### src/rtl/reg_file_mp.sv
// reg_file_mp: 2-read/1-write register file with a per-register busy scoreboard.
// Define REG_FILE_MP_BYPASS_EN to forward same-cycle write data to the read ports.
module reg_file_mp #(
   parameter int DATA_W   = 32,
   parameter int ADDR_W   = 5,
   parameter int ZERO_REG = 1
) (
   input  logic              CLK,
   input  logic              RESET_N,
   input  logic [DATA_W-1:0] IN,
   input  logic [ADDR_W-1:0] INADDRESS,
   input  logic              WRITE,
   input  logic [ADDR_W-1:0] OUT1ADDRESS,
   input  logic [ADDR_W-1:0] OUT2ADDRESS,
   output logic [DATA_W-1:0] OUT1,
   output logic [DATA_W-1:0] OUT2,
   output logic              BUSY1,
   output logic              BUSY2,
   input  logic              RSV,
   input  logic [ADDR_W-1:0] RSVADDRESS,
   input  logic              FLUSH
);
   localparam int DEPTH = 2**ADDR_W;
   logic [DATA_W-1:0] regs [DEPTH];
   logic [DEPTH-1:0]  busy;
   logic              wr_ok, rsv_ok, z1, z2, byp1, byp2;
   assign wr_ok  = WRITE && !(ZERO_REG != 0 && INADDRESS == '0);
   assign rsv_ok = RSV && !(ZERO_REG != 0 && RSVADDRESS == '0);
   assign z1     = ZERO_REG != 0 && OUT1ADDRESS == '0;
   assign z2     = ZERO_REG != 0 && OUT2ADDRESS == '0;
   always_ff @(posedge CLK or negedge RESET_N)
      if (!RESET_N) begin
         for (int i = 0; i < DEPTH; i++) regs[i] <= '0;
         busy <= '0;
      end else begin
         if (wr_ok) regs[INADDRESS] <= IN;
         // reserve beats a same-cycle write; flush beats both
         for (int i = 0; i < DEPTH; i++)
            busy[i] <= FLUSH ? 1'b0 :
                       (rsv_ok && RSVADDRESS == ADDR_W'(i)) ? 1'b1 :
                       (wr_ok && INADDRESS == ADDR_W'(i)) ? 1'b0 : busy[i];
      end
`ifdef REG_FILE_MP_BYPASS_EN
   assign byp1 = wr_ok && INADDRESS == OUT1ADDRESS && !(RSV && RSVADDRESS == OUT1ADDRESS);
   assign byp2 = wr_ok && INADDRESS == OUT2ADDRESS && !(RSV && RSVADDRESS == OUT2ADDRESS);
`else
   assign byp1 = 1'b0;
   assign byp2 = 1'b0;
`endif
   always_comb begin
      OUT1  = (!RESET_N || z1) ? '0 : byp1 ? IN : regs[OUT1ADDRESS];
      OUT2  = (!RESET_N || z2) ? '0 : byp2 ? IN : regs[OUT2ADDRESS];
      BUSY1 = (!RESET_N || z1 || byp1) ? 1'b0 : busy[OUT1ADDRESS];
      BUSY2 = (!RESET_N || z2 || byp2) ? 1'b0 : busy[OUT2ADDRESS];
   end
endmodule

### config.mk
export PLATFORM = sky130hd
export DESIGN_NAME = reg_file_mp
export DESIGN_NICKNAME = d
export VERILOG_FILES = /design/src/rtl/reg_file_mp.sv
export SDC_FILE = /design/constraint.sdc
export NUM_CORES = 2
export LEC_CHECK = 0
export CORE_UTILIZATION = 38
export CTS_CLUSTER_DIAMETER = 40
export DETAILED_ROUTE_END_ITERATION = 16
export REMOVE_ABC_BUFFERS = 1
export SLEW_MARGIN = 20
export SYNTH_ARGS = -nofsm -noshare
export SYNTH_HDL_FRONTEND = slang
export SYNTH_SLANG_ARGS = --single-unit
### constraint.sdc
create_clock -name CLK -period 2.4 [get_ports CLK]
set_input_delay 0.24 -clock CLK [delete_from_list [all_inputs] [get_ports CLK]]
set_output_delay 0.24 -clock CLK [all_outputs]
set_load 0.02 [all_outputs]
==> Yosys cells after proc, flatten, opt, wreduce, memory -nomap -nowiden <==
Index checks and enable logic that the tools add are counted.
{ "totals": {"reg_bits": 1056, "in_bits": 57, "output_inout_bits": 66, "elab_cells": 356} }
{ "classes": {"magnitude_cmp": 6, "n_eq_ne": 62, "n_mux": 113, "bitwise": 3, "n_reduce_logical": 108} }
{ "op_table": {"columns": ["cell", "n"], "rows": [
  ["$bwmux 1024", 1],
  ["$bmux 32 s5", 2],
  ["$mux 32", 7],
  ["$demux 32 s5", 1],
  ["$eq 5x5->1 const B", 32],
  ["$mux 1", 100],
  ["$reduce_bool 3->1", 32],
  ["$eq 5x4->1 const B", 16],
  ["$logic_and 1x1->1", 67],
  ["$eq 5x3->1 const B", 8],
  ["$eq 5x2->1 const B", 4],
  ["$logic_not 5->1", 4],
  ["$ge 6x6->1 const B", 3],
  ["$not 5->6", 3],
  ["$lt 5x6->1 const B", 2],
  ["$bmux 1 s5", 2],
  ["$eq 5x1->1 const B", 2],
  ["$lt 6x1->1 const B", 1],
  ["$logic_not 1->1", 3],
  ["$logic_or 1x1->1", 2]
]} }

==> Longest topological paths before layout <==
{ "depth": {"word_depth": 7, "depth_mapped": 9, "depth_no_buf": 4} }

==> Worst setup path after synthesis <==
OpenSTA, ideal clock, no wires.
{ "synth_timing": {"path_type": "input to output", "start": "input OUT2ADDRESS[1]", "end": "output OUT2[3]", "t_arrival_ps": 2377, "t_required_ps": 2160, "setup_slack_ps": -217, "stages": 7, "path_buffers": 3, "cell_sequence": "clkbuf_1 or3_1 buf_1 clkbuf_1 o221ai_1 a221oi_1 a2111oi_0"} }
{ "synth_via": {"elab_chain_cells": 5, "elab_cells_between_ends": 7, "classes_between": "mux (4); bitwise (1); reduce/logical (2)"} }
{ "synth_rtl": {"columns": ["element", "line", "source"], "rows": [
  ["start: declaration", "14", "input logic [ADDR_W-1:0] OUT2ADDRESS,"],
  ["$not 5->6 (not written as such)", "52", "OUT2 = (!RESET_N || z2) ? '0 : byp2 ? IN : regs[OUT2ADDRESS];"],
  ["$bmux 32 s5", "52", null],
  ["$mux 32 (not written as such) (2 in series)", "52", null],
  ["$mux 32 *", "52", null],
  ["end: declaration", "16", "output logic [DATA_W-1:0] OUT2,"]
]} }
Every way passes the cells marked *; elsewhere a longest branch is shown, timed or not. The select of a mux whose other input is x is not followed.

==> Worst setup path in the final report <==
{ "layout_timing": {"start": "register regs[587] (netlist name)", "end": "output OUT1[11]"} }
{ "layout_via": {"elab_chain_cells": 4} }
{ "layout_rtl": {"columns": ["element", "line", "source"], "rows": [
  ["start: declaration", "24", "logic [DATA_W-1:0] regs [DEPTH];"],
  ["start signal: indexed assignment", "36", "if (wr_ok) regs[INADDRESS] <= IN;"],
  ["$bmux 32 s5", "51", "OUT1 = (!RESET_N || z1) ? '0 : byp1 ? IN : regs[OUT1ADDRESS];"],
  ["$mux 32 (not written as such) (2 in series)", "51", null],
  ["$mux 32", "51", null],
  ["end: declaration", "15", "output logic [DATA_W-1:0] OUT1,"]
]} }
Every way passes these cells. The select of a mux whose other input is x is not followed.

==> impl_metrics.env <==
export IMPL_r2r_slack_ps=1440
export IMPL_drv_cap=0
export IMPL_yosysWarnings=0
export IMPL_synth_edf_count=0
export IMPL_die_area_um2=149000
export IMPL_max_freq_mhz=361
export IMPL_clk_latency_ps=780
export IMPL_ys_top_cells_by_count="dfrtp_1 (1056), mux2_2 (728), mux4_2 (466)"
export IMPL_critPathRequiredTime_ps=2160
export IMPL_final_layout_size_suffix_gt1_share_pct=52.2
export IMPL_synth_avg_cell_area_um2=14.5
export IMPL_synth_most_common_cell="dfrtp_1"
export IMPL_fin_crit_sh_pct=115
export IMPL_post_dp_hpwl_um=123000
export IMPL_clockRootBuffer="clkbuf_16"
export IMPL_vias=38200
export IMPL_post_synth_top_area_cell="dfrtp_1"
export IMPL_coreArea_um2=146000
export IMPL_postSynthCellCount=3875
export IMPL_hold_viol_final=0
export IMPL_total_power_mw=60.2
export IMPL_seq_area_um2=26400
export IMPL_crit_path_max_fanout=2
export IMPL_worstMarginPinSlew_ps=981
export IMPL_die_w_um=386
export IMPL_die_h_um=386
export IMPL_final_cells=6287
export IMPL_endpoint_kind="output port"
export IMPL_via_per_inst=6.08
export IMPL_yosysUniqueCellTypes=47
export IMPL_cts_tree="done"
export IMPL_finalSetupTns_ps=-16980
export IMPL_crit_type="reg -> out"
export IMPL_drt_first_pass_iters=5
export IMPL_min_period_ps=2770
export IMPL_timing_final_max_slew_violations=0
export IMPL_grt_first_pass_wirelength_um=281000
export IMPL_postLayoutCoreUtil_pct=48.5
export IMPL_drt_iter0_drc=3294
export IMPL_start_kind="register"
export IMPL_antenna_found_initial=5
export IMPL_grt_pass1_vias=39800
export IMPL_setup_viol=66
export IMPL_rsz0062_at_grt="true"
export IMPL_multi_input_area_um2=29300
export IMPL_failed_checks="setup timing"
export IMPL_outcome="finished, violations left"
export IMPL_ant_nets=0
export IMPL_grt_max_degree=150
export IMPL_cts_htree_levels=4
export IMPL_place_congestion=0.841
export IMPL_rows=140
export IMPL_antenna_cells=0
export IMPL_slew_headroom_pct=34.6
export IMPL_ys_seq_area_share_pct=47.1
export IMPL_finClkSkew_ps=0
export IMPL_placedCellCount=5985
export IMPL_synth_top_area_share_pct=47.1
export IMPL_io_buffer_count=122
export IMPL_numCtsBuffers=159
export IMPL_clk_pin_slew_worst_paths_ps=50
export IMPL_nFillCells=12500
export IMPL_async_flop_share_pct=100
export IMPL_grtUsageTotal_pct=25.8
export IMPL_routed_wl_um=191000
export IMPL_cts_sinks=1056
export IMPL_peakVddDrop_mv=0.750
export IMPL_power_density_nw_per_um2=850
export IMPL_start_util_pct=38.4
export IMPL_drc=0
export IMPL_cts_buffer_depth=3
export IMPL_netlist_top_cells_area="dfrtp_1 (47%), mux4_2 (19%), mux2_2 (15%)"
export IMPL_hp_class="in -> async"
export IMPL_syn_cell_area_um2=56100
export IMPL_ioPinCount=123
export IMPL_synth_main_ff_cell="dfrtp_1"
export IMPL_nNetsFinal=4297
export IMPL_synth_ff_latch_count=1056
export IMPL_grt_ovfl_total=0
export IMPL_cp_arrival_ps=2530
export IMPL_setup_slack_ps=-370
export IMPL_whs_ps=213
export IMPL_wire_per_inst_um=30.3
export IMPL_area_growth_pct=26.1
export IMPL_power_leakage_nw=31.2
[worst max-delay path, cell delays in order (launching register included)]
cell and delay, ps:
dfrtp_1 380, buf_6 120, mux4_2 450, mux2i_2 230, o22a_1 260, o221ai_2 130, buf_4 170
[flip-flops by register name (all words and copies together), names as in the netlist]
signal and cells:
busy 32, regs 1024
[per-layer routing]
layer	track usage [%]	vias up	routed length (um)
li1	-	15600	-
met5	0	-	0
met3	4.23	366	11700
met2	41.5	1469	91200
met4	8.99	0	6480
met1	35.4	20800	81300
[layout make-up]
type                    count  share of cell area, %
flip-flops and latches   1056                   37.3
multi-input cells        2375                   41.3
repair buffers            648                   9.92
clock buffers             198                   6.29
clock inverters            93                   1.77
well taps                1917                   3.39
[logic make-up after synthesis]
logic type,count (synthesis),synth area share (%)
mux,1634,41.5
compound gates,287,4.34
simple gates,454,3.50
flops,1056,47.1
buf+inv,444,3.54
[what timing repair did]
action | CTS | global route
setup endpoints to repair | 66 | 66
buffers inserted | 33 | 4
hold buffers | 2 | 0
gates resized for setup | 527 | 50
hold endpoints to repair | 327 | 0
pin swaps | 115 | 22
[where the power goes]
group / total [mW] / internal (mW) / switching, mW / leakage [nW]
logic: 11.8 / 6.95 / 4.90 / 14.8
registers: 23.6 / 21.1 / 2.45 / 13.6
clock network: 24.8 / 15.6 / 9.19 / 2.76
total: 60.2 / 43.6 / 16.5 / 31.2
[cell usage in the layout (no fill, tap or decap), types with 8 or more instances in the layout]
| cell | Yosys | routed |
|---|---|---|
| nor3_2 | 0 | 12 |
| buf_4 | 17 | 386 |
| nand2_1 | 326 | 305 |
| nor3_4 | 0 | 16 |
| a211oi_2 | 0 | 22 |
| buf_6 | 11 | 67 |
| clkbuf_8 | 0 | 25 |
| mux2_1 | 174 | 174 |
| bufinv_16 | 0 | 21 |
| o22a_1 | 33 | 31 |
| nand2_4 | 0 | 11 |
| nand2b_1 | 8 | 8 |
| inv_6 | 0 | 21 |
| mux2_2 | 728 | 725 |
| o22ai_1 | 29 | 16 |
| nor2_1 | 29 | 27 |
| nor2b_1 | 12 | 10 |
| mux2i_1 | 266 | 246 |
| a22oi_1 | 24 | 24 |
| dfrtp_1 | 1056 | 1056 |
| nand2_2 | 0 | 10 |
| o22ai_2 | 0 | 13 |
| o221ai_2 | 0 | 32 |
| clkinv_2 | 0 | 16 |
| clkbuf_16 | 0 | 163 |
| a21oi_1 | 15 | 11 |
| a22o_1 | 54 | 53 |
| mux4_2 | 466 | 466 |
| buf_12 | 2 | 135 |
| clkbuf_1 | 244 | 11 |
| mux2i_2 | 0 | 12 |
| a2111oi_4 | 0 | 26 |
| clkinv_4 | 0 | 10 |
| clkdlybuf4s50_1 | 0 | 48 |
| clkinvlp_4 | 0 | 15 |
| and2_4 | 0 | 9 |
| o221ai_1 | 62 | 25 |
| mux2i_4 | 0 | 8 |
[path summary, 6_finish.rpt]
check / startpoint / to / cells after the start
setup reg to reg: busy[15] / busy[15] / 4
hold reg to reg: regs[1018] / regs[1018] / 0
hold / removal: RESET_N / regs[796] / 4
max in group asynchronous: RESET_N / regs[687] / 5
setup / recovery: regs[587] / OUT1[11] / 6
min in group CLK: IN[23] / regs[343] / 4
[per-stage QoR]
| step | setup WS (ps) | cell area (um2) |
|---|---|---|
| after floorplan | -1010 | 54100 |
| final | -370 | 70800 |
| after CTS | -396 | 70500 |
| after global routing | -441 | 70800 |
| after global placement | -1250 | 63500 |
| after detailed placement | -1180 | 63500 |
Power figures use the tool's default switching activity.
